[config.mk]
export PLATFORM = sky130hd
export DESIGN_NAME = alu_op_sequencer_flat
export DESIGN_NICKNAME = d
export VERILOG_FILES = /design/src/rtl/alu_op_sequencer_pkg.sv /design/src/rtl/alu_op_sequencer_if.sv /design/src/rtl/alu_op_sequencer_decoder.sv /design/src/rtl/alu_op_sequencer.sv /design/src/flat_wrapper.sv
export SDC_FILE = /design/constraint.sdc
export NUM_CORES = 1
export LEC_CHECK = 0
export ABC_AREA = 1
export ABC_CLOCK_PERIOD_IN_PS = 2000
export BUFFER_PORTS_ARGS = -buffer_cell sky130_fd_sc_hd__buf_2
export CAP_MARGIN = 20
export CORE_AREA = 2 2 70 72
export DETAILED_ROUTE_END_ITERATION = 16
export DIE_AREA = 0 0 72 74
export PLACE_DENSITY = 0.85
export RECOVER_POWER = 50
export SYNTH_ARGS = -nofsm -noshare
export SYNTH_HDL_FRONTEND = slang
export SYNTH_SLANG_ARGS = --single-unit
export TNS_END_PERCENT = 50
[constraint.sdc]
create_clock -name i_Clk -period 2 [get_ports i_Clk]
set_input_delay 0.1 -clock i_Clk [delete_from_list [all_inputs] [get_ports i_Clk]]
set_output_delay 0.1 -clock i_Clk [all_outputs]
set_load 0.01 [all_outputs]
[src/rtl/alu_op_sequencer_pkg.sv]
// alu_op_sequencer_pkg: state, opcode class and ALU function-control definitions shared by the sequencer
package alu_op_sequencer_pkg;
    typedef enum logic [1:0] {IDLE, EXEC, FETCH, WRITE} state_e;
    typedef enum logic [3:0] {
        CLS_NONE, CLS_ALU, CLS_ALU_IMM, CLS_INC, CLS_DEC, CLS_ROT_A, CLS_MISC_A, CLS_CB, CLS_BIT
    } op_class_e;
    localparam logic [5:0] FC_MAIN  = 6'b000001;
    localparam logic [5:0] FC_INC   = 6'b000010;
    localparam logic [5:0] FC_DEC   = 6'b000100;
    localparam logic [5:0] FC_LOGIC = 6'b001000;
    localparam logic [5:0] FC_NO_Z  = 6'b010000;
    localparam logic [5:0] FC_MISC  = 6'b100000;
    localparam logic [2:0] REG_HL   = 3'd6;
    typedef struct packed {
        logic [5:0] fc;
        logic [2:0] sel;
        logic       mem;
        logic       imm;
        logic       rmw;
        logic       wr_a;
        logic       wr_reg;
    } dec_t;
    function automatic logic [5:0] fc_of(input op_class_e c);
        return c inside {CLS_ALU, CLS_ALU_IMM} ? FC_MAIN
             : c == CLS_INC ? FC_INC
             : c == CLS_DEC ? (FC_INC | FC_DEC)
             : c == CLS_ROT_A ? (FC_LOGIC | FC_NO_Z)
             : c == CLS_MISC_A ? FC_MISC
             : c inside {CLS_CB, CLS_BIT} ? FC_LOGIC
             : 6'b000000;
    endfunction
endpackage

[src/rtl/alu_op_sequencer_if.sv]
// alu_op_sequencer_if: memory port between the sequencer (master) and the memory unit (slave)
interface alu_op_sequencer_if;
    logic       req;
    logic       we;
    logic       addr_sel;
    logic       ack;
    logic [7:0] wdata;
    logic [7:0] rdata;
    modport master(output req, we, addr_sel, wdata, input ack, rdata);
    modport slave(input req, we, addr_sel, wdata, output ack, rdata);
endinterface

[src/rtl/alu_op_sequencer_decoder.sv]
// alu_op_sequencer_decoder: classifies an opcode and derives its ALU controls, register field and memory needs
module alu_op_sequencer_decoder
    import alu_op_sequencer_pkg::*;
(
    input  logic [7:0] i_opcode,
    input  logic       i_prefix_cb,
    output logic       o_ok,
    output dec_t       o_dec
);
    op_class_e cls;
    logic [2:0] sel;
    logic       reg_class;
    always_comb begin
        cls = i_prefix_cb ? (i_opcode[7:6] == 2'b01 ? CLS_BIT : CLS_CB)
            : i_opcode[7:6] == 2'b10 ? CLS_ALU
            : (i_opcode[7:6] == 2'b11 && i_opcode[2:0] == 3'b110) ? CLS_ALU_IMM
            : (i_opcode[7:6] == 2'b00 && i_opcode[2:0] == 3'b100) ? CLS_INC
            : (i_opcode[7:6] == 2'b00 && i_opcode[2:0] == 3'b101) ? CLS_DEC
            : (i_opcode[7:5] == 3'b000 && i_opcode[2:0] == 3'b111) ? CLS_ROT_A
            : (i_opcode[7:5] == 3'b001 && i_opcode[2:0] == 3'b111) ? CLS_MISC_A
            : CLS_NONE;
        sel = cls inside {CLS_INC, CLS_DEC} ? i_opcode[5:3] : i_opcode[2:0];
        reg_class = cls inside {CLS_INC, CLS_DEC, CLS_CB};
        o_ok = cls != CLS_NONE;
        o_dec.fc = fc_of(cls);
        o_dec.sel = sel;
        o_dec.mem = o_ok && sel == REG_HL;
        o_dec.imm = cls == CLS_ALU_IMM;
        o_dec.rmw = reg_class && sel == REG_HL;
        o_dec.wr_a = (cls inside {CLS_ALU, CLS_ALU_IMM} && i_opcode[5:3] != 3'b111) || cls inside {CLS_ROT_A, CLS_MISC_A};
        o_dec.wr_reg = reg_class && sel != REG_HL;
    end
endmodule

[src/rtl/alu_op_sequencer.sv]
// alu_op_sequencer: drives ALU controls, operand fetch and (HL) write-back for one ALU-class instruction per start
module alu_op_sequencer
    import alu_op_sequencer_pkg::*;
#(
    parameter int unsigned MAX_WAIT = 15
) (
    input  logic              i_Clk,
    input  logic              i_Reset,
    input  logic              i_Enable,
    input  logic              i_Start,
    input  logic [7:0]        i_Opcode,
    input  logic              i_Prefix_CB,
    output logic              o_Busy,
    output logic              o_Done,
    output logic              o_Error,
    output logic [7:0]        o_Opcode,
    output logic [5:0]        o_Function_Control,
    output logic              o_Save_Flags,
    output logic [1:0]        o_ALU_Write,
    output logic [2:0]        o_Reg_Sel,
    output logic              o_Reg_Write,
    output logic              o_Param_Src,
    output logic [7:0]        o_Operand,
    input  logic [7:0]        i_Result,
    alu_op_sequencer_if.master mem
);
    localparam int WW = (MAX_WAIT < 2) ? 1 : $clog2(MAX_WAIT + 1);
    state_e        state_q, state_d;
    dec_t          dec, dec_q, dec_d;
    logic          dec_ok;
    logic [7:0]    opcode_q, opcode_d, operand_q, operand_d, wdata_q, wdata_d;
    logic [WW-1:0] wait_q, wait_d;
    logic          err_q, err_d;
    logic          run, mem_phase, timeout, exec;
    alu_op_sequencer_decoder u_dec (
        .i_opcode(i_Opcode),
        .i_prefix_cb(i_Prefix_CB),
        .o_ok(dec_ok),
        .o_dec(dec)
    );
    assign run = i_Enable && !i_Reset;
    assign mem_phase = state_q == FETCH || state_q == WRITE;
    assign timeout = MAX_WAIT != 0 && mem_phase && !mem.ack && wait_q == WW'(MAX_WAIT - 1);
    assign exec = run && state_q == EXEC;
    always_comb begin
        state_d = state_q;
        dec_d = dec_q;
        opcode_d = opcode_q;
        operand_d = operand_q;
        wdata_d = wdata_q;
        wait_d = wait_q;
        err_d = err_q;
        if (i_Enable) begin
            err_d = 1'b0;
            wait_d = (MAX_WAIT != 0 && mem_phase && !mem.ack && !timeout) ? wait_q + WW'(1) : '0;
            case (state_q)
                IDLE: if (i_Start) begin
                    opcode_d = i_Opcode;
                    dec_d = dec;
                    err_d = !dec_ok;
                    state_d = !dec_ok ? IDLE : dec.mem ? FETCH : EXEC;
                end
                FETCH: if (mem.ack) begin
                    operand_d = mem.rdata;
                    state_d = EXEC;
                end else if (timeout) state_d = IDLE;
                EXEC: begin
                    wdata_d = dec_q.rmw ? i_Result : wdata_q;
                    state_d = dec_q.rmw ? WRITE : IDLE;
                end
                WRITE: state_d = (mem.ack || timeout) ? IDLE : WRITE;
                default: state_d = IDLE;
            endcase
        end
    end
    always_ff @(posedge i_Clk) begin
        if (i_Reset) begin
            state_q <= IDLE;
            dec_q <= '0;
            opcode_q <= '0;
            operand_q <= '0;
            wdata_q <= '0;
            wait_q <= '0;
            err_q <= 1'b0;
        end else begin
            state_q <= state_d;
            dec_q <= dec_d;
            opcode_q <= opcode_d;
            operand_q <= operand_d;
            wdata_q <= wdata_d;
            wait_q <= wait_d;
            err_q <= err_d;
        end
    end
    assign o_Busy = state_q != IDLE;
    assign o_Error = run && (err_q || timeout);
    assign o_Done = o_Error || (exec && !dec_q.rmw) || (run && state_q == WRITE && mem.ack);
    assign o_Opcode = opcode_q;
    assign o_Function_Control = state_q == EXEC ? dec_q.fc : 6'b000000;
    assign o_Save_Flags = exec;
    assign o_ALU_Write = {1'b0, exec && dec_q.wr_a};
    assign o_Reg_Sel = dec_q.sel;
    assign o_Reg_Write = exec && dec_q.wr_reg;
    assign o_Param_Src = state_q == EXEC && dec_q.mem;
    assign o_Operand = operand_q;
    assign mem.req = mem_phase && !i_Reset;
    assign mem.we = state_q == WRITE;
    assign mem.addr_sel = state_q == FETCH && dec_q.imm;
    assign mem.wdata = wdata_q;
endmodule

[src/flat_wrapper.sv]
// flat-port wrapper written by rule: the top's interface ports become plain ports
module alu_op_sequencer_flat import alu_op_sequencer_pkg::*;
#(
    parameter int unsigned MAX_WAIT = 15
)
  (i_Clk, i_Reset, i_Enable, i_Start, i_Opcode, i_Prefix_CB, o_Busy, o_Done, o_Error, o_Opcode, o_Function_Control, o_Save_Flags, o_ALU_Write, o_Reg_Sel, o_Reg_Write, o_Param_Src, o_Operand, i_Result, mem_req, mem_we, mem_addr_sel, mem_wdata, mem_ack, mem_rdata);
  alu_op_sequencer_if mem_i ();
  input  logic i_Clk;
  input  logic i_Reset;
  input  logic i_Enable;
  input  logic i_Start;
  input  logic [7:0] i_Opcode;
  input  logic i_Prefix_CB;
  output logic o_Busy;
  output logic o_Done;
  output logic o_Error;
  output logic [7:0] o_Opcode;
  output logic [5:0] o_Function_Control;
  output logic o_Save_Flags;
  output logic [1:0] o_ALU_Write;
  output logic [2:0] o_Reg_Sel;
  output logic o_Reg_Write;
  output logic o_Param_Src;
  output logic [7:0] o_Operand;
  input  logic [7:0] i_Result;
  output wire logic [$bits(mem_i.req)-1:0] mem_req;
  output wire logic [$bits(mem_i.we)-1:0] mem_we;
  output wire logic [$bits(mem_i.addr_sel)-1:0] mem_addr_sel;
  output wire logic [$bits(mem_i.wdata)-1:0] mem_wdata;
  input wire logic [$bits(mem_i.ack)-1:0] mem_ack;
  input wire logic [$bits(mem_i.rdata)-1:0] mem_rdata;
  assign mem_req = mem_i.req;
  assign mem_we = mem_i.we;
  assign mem_addr_sel = mem_i.addr_sel;
  assign mem_wdata = mem_i.wdata;
  assign mem_i.ack = mem_ack;
  assign mem_i.rdata = mem_rdata;
  alu_op_sequencer #(.MAX_WAIT(MAX_WAIT)) u_core (.i_Clk(i_Clk), .i_Reset(i_Reset), .i_Enable(i_Enable), .i_Start(i_Start), .i_Opcode(i_Opcode), .i_Prefix_CB(i_Prefix_CB), .o_Busy(o_Busy), .o_Done(o_Done), .o_Error(o_Error), .o_Opcode(o_Opcode), .o_Function_Control(o_Function_Control), .o_Save_Flags(o_Save_Flags), .o_ALU_Write(o_ALU_Write), .o_Reg_Sel(o_Reg_Sel), .o_Reg_Write(o_Reg_Write), .o_Param_Src(o_Param_Src), .o_Operand(o_Operand), .i_Result(i_Result), .mem(mem_i));
endmodule
Word-level counts from Yosys, hierarchy flattened
Cells that the tools add are included.
{ "word_totals": {"ff_bits": 45, "input_bits": 30, "output_inout_bits": 44} }
{ "classes": {"add_sub_neg": 1, "eq_ne": 25, "mux": 27, "reduce_logical": 48} }
{ "ops": {"columns": ["cell", "n"], "rows": [
  ["$mux 6", 6],
  ["$logic_and 1x1->1", 23],
  ["$mux 3", 7],
  ["$eq 4x3->1 const B", 4],
  ["$mux 4", 4],
  ["$eq 3x3->1 const B", 5],
  ["$mux 2", 7],
  ["$reduce_and 3->1", 4],
  ["$reduce_bool 2->1", 5],
  ["$eq 2x2->1 const B", 4],
  ["$eq 4x2->1 const B", 2],
  ["$eq 4x4->1 const B", 2],
  ["$pmux 2 s4", 1],
  ["$logic_or 1x1->1", 6],
  ["$ne 3x3->1 const B", 2],
  ["$logic_not 1->1", 5],
  ["$add 4x1->4 const B", 1],
  ["$eq 2x1->1 const B", 2],
  ["$eq 4x1->1 const B", 1],
  ["$logic_not 2->1", 2],
  ["$reduce_bool 4->1", 1],
  ["$eq 3x1->1 const B", 1],
  ["$logic_not 3->1", 1],
  ["$ne 3x2->1 const B", 1],
  ["other kinds (3)", 4]
]} }

Longest topological paths before layout
Gate-level depths: netlist (run 1).
{ "depth": {"depth_word": 18, "mapped_depth": 14, "mapped_depth_nobuf": 14} }

By module
From an unflattened synthesis (run 1), not the netlist that was laid out.
{ "unflattened": {"hier_cells": 329, "area_unflattened_um2": 2265.9} }
{ "modules_own_cells": {"columns": ["module", "instances", "cells_per_inst", "area_each_um2", "seq_area_each_um2"], "rows": [
  ["alu_op_sequencer", 1, 259, 1870.5, 900.9],
  ["alu_op_sequencer_decoder", 1, 70, 395.4, 0.0]
]} }

Worst setup path after synthesis (run 1)
No wires, ideal clock.
{ "synth_path": {"path_type": "flip-flop to flip-flop", "from": "register, netlist name u_core.wait_q[0]", "to": "register u_core.dec_q[9] (netlist bit)", "setup_ps": 115, "t_arrival_ps": 1465, "slack_ps": 419, "stages_incl_launch_ff": 13, "synth_period_minus_slack_ps": 1581, "cell_sequence": "dfxtp_1 > inv_1 > ha_1 > nand3_1 > nand3_1 > nand2_1 > nor2_2 > inv_1 > nor2_2 > inv_2 > buf_2 > o21ai_0 > inv_1"} }
{ "synth_lines": {"columns": ["item", "line", "rtl"], "rows": [
  ["end signal, assigned", "alu_op_sequencer.sv:79", "dec_q <= '0;"],
  ["end signal, assigned", "alu_op_sequencer.sv:87", "dec_q <= dec_d;"],
  ["end, declared", "alu_op_sequencer.sv:29", "dec_t dec, dec_q, dec_d;"]
]} }

Final worst setup path (run 1)
{ "layout_path": {"from": "register u_core.state_q[0]", "to": "output o_Done"} }
{ "layout_via": {"elab_chain_cells": 8} }
{ "layout_rtl": {"columns": ["item", "line", "rtl"], "rows": [
  ["start, declared", "alu_op_sequencer.sv:28", "state_e state_q, state_d;"],
  ["start signal, assigned", "alu_op_sequencer.sv:86", "state_q <= state_d;"],
  ["$eq 2x2->1 (on tied branches)", "alu_op_sequencer.sv:42, alu_op_sequencer.sv:97", null],
  ["$logic_or 1x1->1", "alu_op_sequencer.sv:42", "assign mem_phase = state_q == FETCH || state_q == WRITE;"],
  ["$logic_and 1x1->1 (2 in series)", "alu_op_sequencer.sv:43", "assign timeout = MAX_WAIT != 0 && mem_phase && !mem.ack && wait_q == WW'(MAX_WAIT - 1);"],
  ["$logic_or 1x1->1", "alu_op_sequencer.sv:96", "assign o_Error = run && (err_q || timeout);"],
  ["$logic_and 1x1->1", "alu_op_sequencer.sv:96", null],
  ["$logic_or 1x1->1", "alu_op_sequencer.sv:97", "assign o_Done = o_Error || (exec && !dec_q.rmw) || (run && state_q == WRITE && mem.ack);"],
  ["$logic_or 1x1->1 *", "alu_op_sequencer.sv:97", null],
  ["end, declared", "flat_wrapper.sv:15", "output logic o_Done;"]
]} }
Mark *: on every way between the ends. The rest lies on a longest branch, timed or not.

==> results of run 1 <==
## cell type report
class / count / area, µm²
Sequential cell: 45 / 902
Inverter: 52 / 195
Multi-Input combinational cell: 199 / 1040
Timing Repair Buffer: 78 / 363
Tap cell: 54 / 67.6
Fill cell: 444 / 1930
Clock buffer: 5 / 68.8
Clock inverter: 2 / 35.0
## kinds of logic after synthesis
group,count (synthesis)
and+or+nand+nor,121
AOI/OAI and AO/OA,73
buffers and inverters,67
DFF,45
xor gates and xnor gates,2
adders and majority gates,2
other,1
## worst max-delay path, cell delays in order, from the launching register on
cell      delay, ps
dfxtp_1         420
inv_1           110
nor2_1          140
clkinv_1        200
nor2_1          250
a21oi_1         100
o31ai_1          80
buf_2           180
## per-layer routing
metal / up-vias / GRT usage (%) / part of all wire [%]
met1: 1029 / 24.2 / 42
li1: 1116 / - / -
met5: - / 0 / 0
met2: 66 / 38.2 / 51
met4: 0 / 8.81 / 2.2
met3: 11 / 4.20 / 4.7
## registers in the layout, indices dropped and copies added, names as in the netlist
signal	count
u_core.o_Reg_Sel	3
u_core.mem.wdata	8
u_core.state_q	2
u_core.wait_q	4
u_core.o_Operand	8
u_core.dec_q	11
u_core.err_q	1
u_core.o_Opcode	8
## synth_stat cells (all sizes together), types with 2 or more instances
| cell type | instances |
|---|---|
| nand2 | 39 |
| o21ai | 35 |
| clkinv | 2 |
| a31oi | 2 |
| o211ai | 2 |
| ha | 2 |
| nand4 | 2 |
| buf | 8 |
| nand3 | 15 |
| inv | 50 |
| a21oi | 29 |
| xor2 | 2 |
| nor2 | 60 |
| dfxtp | 45 |
| nor3 | 3 |
| clkbuf | 7 |
## through the flow
| stage | total power, µW | cell area (µm²) | hold slack, ps |
|---|---|---|---|
| after floorplan | 1260 | 2200 | 235 |
| after global placement | 1370 | 2590 | 323 |
| after detailed placement | 1390 | 2590 | 332 |
| after CTS | 2050 | 2700 | 12.0 |
| after global routing | 2130 | 2670 | 10.7 |
| final | 2030 | 2670 | 19.1 |
## how the worst max path moves through the flow
| stage | from | to | slack (ps) |
|---|---|---|---|
| detailed placement | u_core.wait_q[1] | u_core.dec_q[2] | 250 |
| finish | u_core.state_q[0] | o_Done | 130 |
| floorplan | u_core.wait_q[0] | u_core.dec_q[9] | 420 |
| global placement | u_core.wait_q[1] | u_core.dec_q[2] | 320 |
| global route | u_core.wait_q[0] | u_core.dec_q[2] | 20 |
| CTS | u_core.state_q[0] | o_Done | 150 |
## timing repair
item,CTS,global route
gates resized for setup,0,4
setup endpoints to repair,0,12
hold buffers,0,0
## power by group through the flow
stage               registers, µW  logic (µW)  clock network [µW]
floorplan                    1010         248                   0
global placement             1010         366                   0
detailed placement           1010         377                   0
CTS                           989         383                 680
global route                  996         427                 710
finish                        991         383                 657
==> metrics.md, run 1 <==
| Metric | Value |
|---|---|
| Status | completed |
| CP Class | reg -> out |
| Clock tree from TritonCTS | built |
| DRT Wirelength | 5510 µm |
| Combinational Power Share | 18.8% |
| Crit path setup slack, layout | 128 ps |
| Yosys warns | 0 |
| CTS root buffer | clkbuf_8 |
| Synth Area in XOR/XNOR | 0.795% |
| Fin. Hold Viols | 0 |
| Combinational family with the most area after synthesis | simple AND/OR/NAND/NOR gates |
| Worst Path Max Fanout | 5 |
| Async set-reset flop share out of synthesis | 0% |
| Most frequent cells in the layout | 56 x nor2_1, 46 x inv_1, 44 x dfxtp_1 |
| DP Wirelength | 4060 µm |
| Clk network pwr share | 32.4% |
| Number of vias per cell | 5.11 |
| Final TNS setup | 0 ps |
| Place WS | 246 ps |
| Mux contribution to synthesized area | 0% |
| RSZ-0062 raised after global routing | false |
| Crit. End Element | primary output |
| Row count | 25 |
| Fraction of the mapped netlist area in adder cells | 1.14% |
| Crit path launch type | register |
| Hold EP | u_core.o_Operand[5] |
| Final Skew | 12.4 ps |
| Number of port buffers | 72 |
| Seq/Total Area, Yosys | 40.9% |
| Min Tclk post-route | 1870 ps |
| Post-Syn Area | 0.00220 mm² |
| Non-filler instance count after layout | 435 |
| Setup Buffers After CTS | 0 |
| WP data arrival | 1770 ps |
| Reg power frac | 48.8% |
| Number of global-route vias before repair | 2020 |
| Core ar. | 0.00460 mm² |
| Sw Ratio | 28.6% |
| Synth cell types | 35 |
| Register-to-register setup slack | 210 ps |
| Max-slew violations | 0 |
| H-tree depth | 2 |
| Die ar. | 0.00533 mm² |
| Worst r2r path cells | 12 |
| Worst reg2reg path startpoint | u_core.wait_q[0] |
| Post-synth EDFFs | 0 |
| Worst hold path class | in -> reg |
| Pwr/cell area | 761 mW/mm² |
| Detailed-router iteration count before antenna repair | 4 |
| Commonest non-fill, non-tap cell in the layout | nor2_1 |
| Clk sinks | 45 |
| Clock Tree Buf Depth | 2 |
| Initial Util | 47.9% |
| Antenna violations before repair | 0 |
| RR Endpoint | u_core.dec_q[2] |
| Post-route ant nets | 0 |
| CTS Buf Count | 5 |
| Gate Count Post-Synth | 311 |
| Clk Latency, worst-skew pair | 300 ps |
| Max cap viols | 0 |
| DR DRC count | 0 |
| VDD IR max | 0.415 mV |
| Die H | 74 µm |
| Dpl cells | 427 |
| Area Growth Syn to Fin | 21.2% |
| Setup-failing EPs final | 0 |
| Net load switching power | 582 µW |
| Synth area leader | dfxtp_1 |
| Compound-Gate Fraction of Synth Area | 18.6% |
| Int Pwr | 1450 µW |
| Seq cells post-synth | 45 |
| Share of cells above drive strength 1 | 22.0% |
| GRT Util Overall | 21.0% |
| Clock transition at path regs | 90 ps |
| CP required | 1900 ps |
| DR iter-0 viols | 160 |
| DR WL/cell | 12.7 µm |
| Global route total overflow | 0 |
| Fraction of post-synthesis cell area in the top cell type by area | 40.9% |
| Largest net degree at the start of global routing | 28 |
| Syn avg cell area | 7.08 µm² |
| Leak pwr | 0.00123 µW |
| HP Start | mem_rdata[5] |
| Hold path cells | 3 |
| Synth Flop Type | dfxtp_1 |
| Simple-Gate Fraction of Synth Area | 26.0% |
| ANT cells | 0 |
| Vias | 2222 |
| Fmax achieved | 0.534 GHz |
| Final Core Density | 58.1% |
| Synthesized Nets | 343 |
| Final Cycle Share | 93.6% |
| First-pass GRT wire length | 8800 µm |
| Global placer's final weighted congestion | 0.846 |
| Layout Nets | 413 |
| Synth area leaders | dfxtp_1 41%, nor2_1 9.5%, inv_1 7.8% |
| IO Pins | 74 |
| Die width | 72 µm |
(Power assumes the default switching activity.)
==> inputs of run 2 (changes only) <==
--- a/config.mk
+++ b/config.mk
@@ -12,6 +12,7 @@
 export CORE_AREA = 2 2 70 72
 export DETAILED_ROUTE_END_ITERATION = 16
 export DIE_AREA = 0 0 72 74
+export MAX_ROUTING_LAYER = met4
 export PLACE_DENSITY = 0.85
 export RECOVER_POWER = 50
 export SYNTH_ARGS = -nofsm -noshare
==> run 2 against run 1 <==
Against the previous run:
- critical endpoint unchanged
- die area unchanged
- largest cell class unchanged
- global-route usage rose by 0.61 points
- final area did not move
- critical path type unchanged
- fmax increased by 0.89%
- critical path depth unchanged
- highest routed layer unchanged
==> metrics.md, run 2 (synthesis gave the netlist of run 1 again) <==
| Metric | Value |
|---|---|
| Status | completed (unchanged) |
| ANT cells | 0 (unchanged) |
| Pwr/cell area | 760 mW/mm² (was 761 mW/mm²) |
| Setup-failing EPs final | 0 (unchanged) |
| Die H | 74 µm (unchanged) |
| Detailed-router iteration count before antenna repair | 4 (unchanged) |
| Max-slew violations | 0 (unchanged) |
| Final Hold Slack | 17.9 ps (was 19.1 ps) |
| Clk sinks | 45 (unchanged) |
| DRT Wirelength | 5470 µm (was 5510 µm) |
| CP dominant cell by count | nor2_1 (unchanged) |
| Worst hold path class | in -> reg (unchanged) |
| WP buf/inv | 3 (unchanged) |
| Post-route ant nets | 0 (unchanged) |
| Number of vias per cell | 5.07 (was 5.11) |
| Crit. End Element | primary output (unchanged) |
| Multi-input logic area | 0.00104 mm² (unchanged) |
| Clk Latency, worst-skew pair | 300 ps (about the same) |
| CP required | 1900 ps (about the same) |
| Max cap viols | 0 (unchanged) |
| CTS Buf Count | 5 (unchanged) |
| Number of port buffers | 72 (unchanged) |
| DR WL/cell | 12.6 µm (was 12.7 µm) |
| Area Growth Syn to Fin | 21.2% (unchanged) |
| Area after DPL | 0.00259 mm² (unchanged) |
| Row count | 25 (unchanged) |
| Worst Path Max Fanout | 5 (unchanged) |
| Initial Util | 47.9% (unchanged) |
| VDD IR max | 0.415 mV (about the same) |
| Core ar. | 0.00460 mm² (unchanged) |
| Clock tree from TritonCTS | built (unchanged) |
| Fin. Hold Viols | 0 (unchanged) |
| Largest net degree at the start of global routing | 28 (unchanged) |
| Total area of sequential cells | 902 µm² (unchanged) |
| Delay-heaviest family, CP | buffers and inverters (unchanged) |
| Worst-path cell chain | inv_1 > nor2_1 > clkinv_1 > nor2_1 > a21oi_1 > o31ai_1 > buf_2 (unchanged) |
| Die width | 72 µm (unchanged) |
| DR DRC count | 0 (unchanged) |
| Register-to-register setup slack | 220 ps (was 210 ps) |
| IO Pins | 74 (unchanged) |
| CTS root buffer | clkbuf_8 (unchanged) |
| Final Cycle Share | 92.8% (was 93.6%) |
| Non-filler instance count after layout | 435 (unchanged) |
| DP Wirelength | 4060 µm (unchanged) |
| Number of global-route vias before repair | 2016 (was 2020) |
| Max reg flops | 11 (unchanged) |
| WP data arrival | 1760 ps (was 1770 ps) |
| Crit path launch type | register (unchanged) |
| Leak pwr | 0.00123 µW (unchanged) |
| Design area | 0.00267 mm² (unchanged) |
| Die ar. | 0.00533 mm² (unchanged) |
| Dpl cells | 427 (unchanged) |
| Commonest non-fill, non-tap cell in the layout | nor2_1 (unchanged) |
| H-tree depth | 2 (unchanged) |
| First-pass GRT wire length | 8780 µm (was 8800 µm) |
| Global placer's final weighted congestion | 0.859 (was 0.846) |
| CP Class | reg -> out (unchanged) |
| Top reg by flops | u_core.dec_q (unchanged) |
| Fmax achieved | 0.539 GHz (was 0.534 GHz) |
| HP Start | mem_rdata[5] (unchanged) |
| DR iter-0 viols | 174 (was 160) |
| Clock transition at path regs | 80 ps (was 90 ps) |
| Antenna violations before repair | 0 (unchanged) |
| Min Tclk post-route | 1860 ps (was 1870 ps) |
| Clock Tree Buf Depth | 2 (unchanged) |
| Worst r2r path cells | 12 (unchanged) |
| Fillers | 444 (unchanged) |
| CP peak stage delay | 410 ps (was 420 ps) |
| Global route total overflow | 0 (unchanged) |
| Hold EP | u_core.o_Operand[5] (unchanged) |
| Crit-path slowest cell | dfxtp_1 (unchanged) |
| RR Endpoint | u_core.dec_q[2] (unchanged) |
| RSZ-0062 raised after global routing | false (unchanged) |
| Final Skew | 9.92 ps (was 12.4 ps) |
| Most frequent cells in the layout | 56 x nor2_1, 46 x inv_1, 44 x dfxtp_1 (unchanged) |
| Share of cells above drive strength 1 | 22.0% (unchanged) |
| Final TNS setup | 0 ps (unchanged) |
| Vias | 2206 (was 2222) |
| GRT Util Overall | 21.6% (was 21.0%) |
| Hold path cells | 3 (unchanged) |
| Layout Nets | 413 (unchanged) |
| Worst reg2reg path startpoint | u_core.wait_q[0] (unchanged) |
## run 2: worst max-delay path by stage
stage                      startpoint  cells past startpoint  slack (ps)              end
floorplan            u_core.wait_q[0]                     12         420  u_core.dec_q[9]
global placement     u_core.wait_q[1]                     11         320  u_core.dec_q[2]
detailed placement   u_core.wait_q[1]                     11         250  u_core.dec_q[2]
CTS                 u_core.state_q[0]                      7         150           o_Done
global route         u_core.wait_q[0]                     12          20  u_core.dec_q[2]
finish              u_core.state_q[0]                      7         140           o_Done
## run 2: cell type report
class / count / share of cell area (%)
clock buffer: 5 / 2.58
clock inverter: 2 / 1.31
inverter: 52 / 7.31
multi-input combinational: 199 / 38.9
sequential: 45 / 33.8
tap: 54 / 2.53
timing repair buffer: 78 / 13.6
## run 2: repair_timing
action,CTS,global route
setup buffers,0,0
endpoints found under the setup margin,0,12
resized for setup,0,4
hold buffers,0,0
## run 2: worst register-to-register path, stage by stage (launching register included)
cell	delay (ps)
dfxtp_1	340
inv_1	60
ha_1	140
nand3_1	100
nand3_1	100
nand2_1	110
nor2_2	130
inv_1	90
nor2_4	140
inv_2	130
a21oi_2	140
nand3_1	100
a21oi_2	120
## run 2: report_power, final
part           leakage, µW  internal (µW)  switching, µW
Combinational     0.000812            132            251
Clock            0.0000540            363            293
Sequential        0.000367            955           36.0
Total              0.00123           1450            580
## run 2: metrics by stage
step	utilization, %	total power, µW	worst slack (ps)
after floorplan	-	1260	419
after global placement	56.4	1370	322
after detailed placement	56.4	1390	246
after CTS	58.6	2050	154
after global routing	58.1	2130	16.0
final	58.1	2030	144
## run 2: layer usage
| metal | share of wire (%) | global-route usage, % | vias up |
|---|---|---|---|
| met5 | 0 | - | - |
| met4 | 1.9 | 8.81 | 0 |
| met3 | 4.6 | 4.20 | 10 |
| met2 | 52 | 38.3 | 63 |
| met1 | 42 | 24.0 | 1016 |
| li1 | - | - | 1117 |
==> inputs of run 3 (changes only) <==
--- a/config.mk
+++ b/config.mk
@@ -6,14 +6,14 @@
 export NUM_CORES = 1
 export LEC_CHECK = 0
 export ABC_AREA = 1
-export ABC_CLOCK_PERIOD_IN_PS = 2000
+export ABC_CLOCK_PERIOD_IN_PS = 1500
 export BUFFER_PORTS_ARGS = -buffer_cell sky130_fd_sc_hd__buf_2
 export CAP_MARGIN = 20
-export CORE_AREA = 2 2 70 72
+export CORE_AREA = 2 2 73 75
 export DETAILED_ROUTE_END_ITERATION = 16
-export DIE_AREA = 0 0 72 74
+export DIE_AREA = 0 0 75 77
 export MAX_ROUTING_LAYER = met4
-export PLACE_DENSITY = 0.85
+export PLACE_DENSITY = 0.82
 export RECOVER_POWER = 50
 export SYNTH_ARGS = -nofsm -noshare
 export SYNTH_HDL_FRONTEND = slang
==> constraint.sdc (replaced) <==
create_clock -name i_Clk -period 1.5 [get_ports i_Clk]
set_input_delay 0.075 -clock i_Clk [delete_from_list [all_inputs] [get_ports i_Clk]]
set_output_delay 0.075 -clock i_Clk [all_outputs]
set_load 0.01 [all_outputs]
==> run 3 against run 2 <==
Against the previous run:
- the run now ends with setup timing left
- non-clock buffer count increased by 22
- first-iteration DRC count decreased by 3.4%
- highest routed layer unchanged
- total power up 40%
- clock power rose by 34%
- critical endpoint is now u_core.dec_q[9]
- routed wire length rose by 3.6%
- largest power group unchanged
- global-route usage fell by 0.25 points
- critical path type is now reg -> reg
- die area up 8.4%
==> metrics.md, run 3 (synthesis gave the netlist of run 1 again) <==
| Metric | Value |
|---|---|
| Commonest non-fill, non-tap cell in the layout | nor2_1 (unchanged) |
| Vias | 2257 (was 2206) |
| CTS Buf Count | 5 (unchanged) |
| DR DRC count | 0 (unchanged) |
| Detailed-router iteration count before antenna repair | 5 (was 4) |
| Number of port buffers | 72 (unchanged) |
| Initial Util | 44.3% (was 47.9%) |
| RSZ-0062 raised after global routing | true (was false) |
| Global route total overflow | 0 (unchanged) |
| Die H | 77 µm (was 74 µm) |
| Area Growth Syn to Fin | 37.5% (was 21.2%) |
| Number of vias per cell | 4.77 (was 5.07) |
| Total power | 2840 µW (was 2030 µW) |
| Clk sinks | 45 (unchanged) |
| WP data arrival | 1790 ps (was 1760 ps) |
| Clock Tree Buf Depth | 2 (unchanged) |
| Fillers | 471 (was 444) |
| Number of global-route vias before repair | 2056 (was 2016) |
| CP required | 1740 ps (was 1900 ps) |
| Largest net degree at the start of global routing | 26 (was 28) |
| Total area of sequential cells | 908 µm² (was 902 µm²) |
| Layout Nets | 435 (was 413) |
| GRT Util Overall | 21.4% (was 21.6%) |
| First-pass GRT wire length | 9430 µm (was 8780 µm) |
| Top reg by flops | u_core.dec_q (unchanged) |
| DR iter-0 viols | 168 (was 174) |
| ANT cells | 0 (unchanged) |
| Post-route ant nets | 0 (unchanged) |
| DRT Wirelength | 5670 µm (was 5470 µm) |
| Fmax achieved | 0.645 GHz |
| CP Class | reg -> reg (was reg -> out) |
| Crit. End Element | register (was primary output) |
| Crit path setup slack, layout | -50.2 ps (was 144 ps) |
| Most frequent cells in the layout | 50 x nor2_1, 45 x buf_2, 43 x inv_1 (was 56 x nor2_1, 46 x inv_1, 44 x dfxtp_1) |
| H-tree depth | 2 (unchanged) |
| Row count | 26 (was 25) |
| Pwr/cell area | 938 mW/mm² (was 760 mW/mm²) |
| Non-filler instance count after layout | 473 (was 435) |
| Core ar. | 0.00498 mm² (was 0.00460 mm²) |
| Max reg flops | 11 (unchanged) |
| Leak pwr | 0.00138 µW (was 0.00123 µW) |
| Failing checks | setup timing |
| Final Skew | 6.88 ps (was 9.92 ps) |
| Share of cells above drive strength 1 | 33.0% (was 22.0%) |
| Dpl cells | 462 (was 427) |
| Status | finished with violations (was completed) |
| CTS root buffer | clkbuf_8 (unchanged) |
| Clk Latency, worst-skew pair | 300 ps (about the same) |
| Die width | 75 µm (was 72 µm) |
| Worst hold path class | in -> reg (unchanged) |
| DR WL/cell | 12.0 µm (was 12.6 µm) |
| Setup-failing EPs final | 19 (was 0) |
| Setup Buffers After CTS | 0 (unchanged) |
| Clock transition at path regs | 80 ps (about the same) |
| Max-slew violations | 0 (unchanged) |
| DP Wirelength | 4170 µm (was 4060 µm) |
| Global placer's final weighted congestion | 0.886 (was 0.859) |
| Fin. Hold Viols | 0 (unchanged) |
| Min Tclk post-route | 1550 ps |
| Clock tree from TritonCTS | built (unchanged) |
| Multi-input logic area | 0.00115 mm² (was 0.00104 mm²) |
| Antenna violations before repair | 0 (unchanged) |
| Worst Path Max Fanout | 8 (was 5) |
| Crit path launch type | register (unchanged) |
| Die ar. | 0.00578 mm² (was 0.00533 mm²) |
| IO Pins | 74 (unchanged) |
| Max cap viols | 0 (unchanged) |
| Final Cycle Share | 103% |
| VDD IR max | 0.720 mV (was 0.415 mV) |
run 3: critical path: stages, from the launching register on:
cell and delay, ps:
dfxtp_2 330, inv_2 60, ha_4 130, nand3_4 90
nand3_4 80, nand2_4 60, nor2_4 90, inv_2 50
nor2_4 160, inv_4 80, buf_12 140, a21oi_2 100
o21ai_1 70, inv_1 50
run 3: final timing paths:
kind / start / to / slack, ps / cells past startpoint
hold reg to reg: u_core.mem.wdata[4] / u_core.mem.wdata[4] / 450 / 2
setup / recovery: u_core.wait_q[0] / u_core.dec_q[9] / -50 / 13
setup reg to reg: u_core.wait_q[0] / u_core.dec_q[9] / -50 / 13
hold / removal: mem_rdata[3] / u_core.o_Operand[3] / 10 / 3
run 3: area by class of cell:
type                       count  area share (%)
multi-input combinational    199            38.0
sequential                    45            30.0
timing repair buffer         100            19.1
inverter                      52            6.57
tap                           70            2.89
clock buffer                   5            2.27
clock inverter                 2            1.16
run 3: metal layers:
metal / GRT usage (%) / vias up / wire (µm)
li1: - / 1162 / -
met1: 27.9 / 1021 / 2500
met2: 33.7 / 69 / 2790
met3: 4.99 / 5 / 333
met4: 4.29 / 0 / 42
met5: - / - / 0
run 3: stage by stage:
| stage | worst slack [ps] | instance area (µm²) | setup TNS [ps] | hold slack [ps] | util (%) |
|---|---|---|---|---|---|
| 2_1_floorplan | 4.36 | 2270 | 0 | 210 | - |
| 3_3_place_gp | -37.9 | 2830 | -125 | 294 | 56.8 |
| 3_5_place_dp | -84.3 | 2830 | -680 | 308 | 56.8 |
| 4_1_cts | -48.7 | 3010 | -443 | 2.08 | 60.5 |
| 5_1_grt | -175 | 3030 | -3210 | 15.7 | 60.9 |
| 6_report | -50.2 | 3030 | -432 | 12.6 | 60.9 |
run 3: timing repair:
item,4_1_cts,5_1_grt
setup endpoints to repair,33,35
pin swaps,5,4
gates resized for setup,18,15
endpoints found under the hold margin,4,0
hold buffers,4,0
run 3: power breakdown:
group	internal, µW	switching, µW	leakage, µW
sequential	1270	51.1	0.000369
combinational	259	377	0.000962
clock	484	395	0.0000540
total	2020	823	0.00138
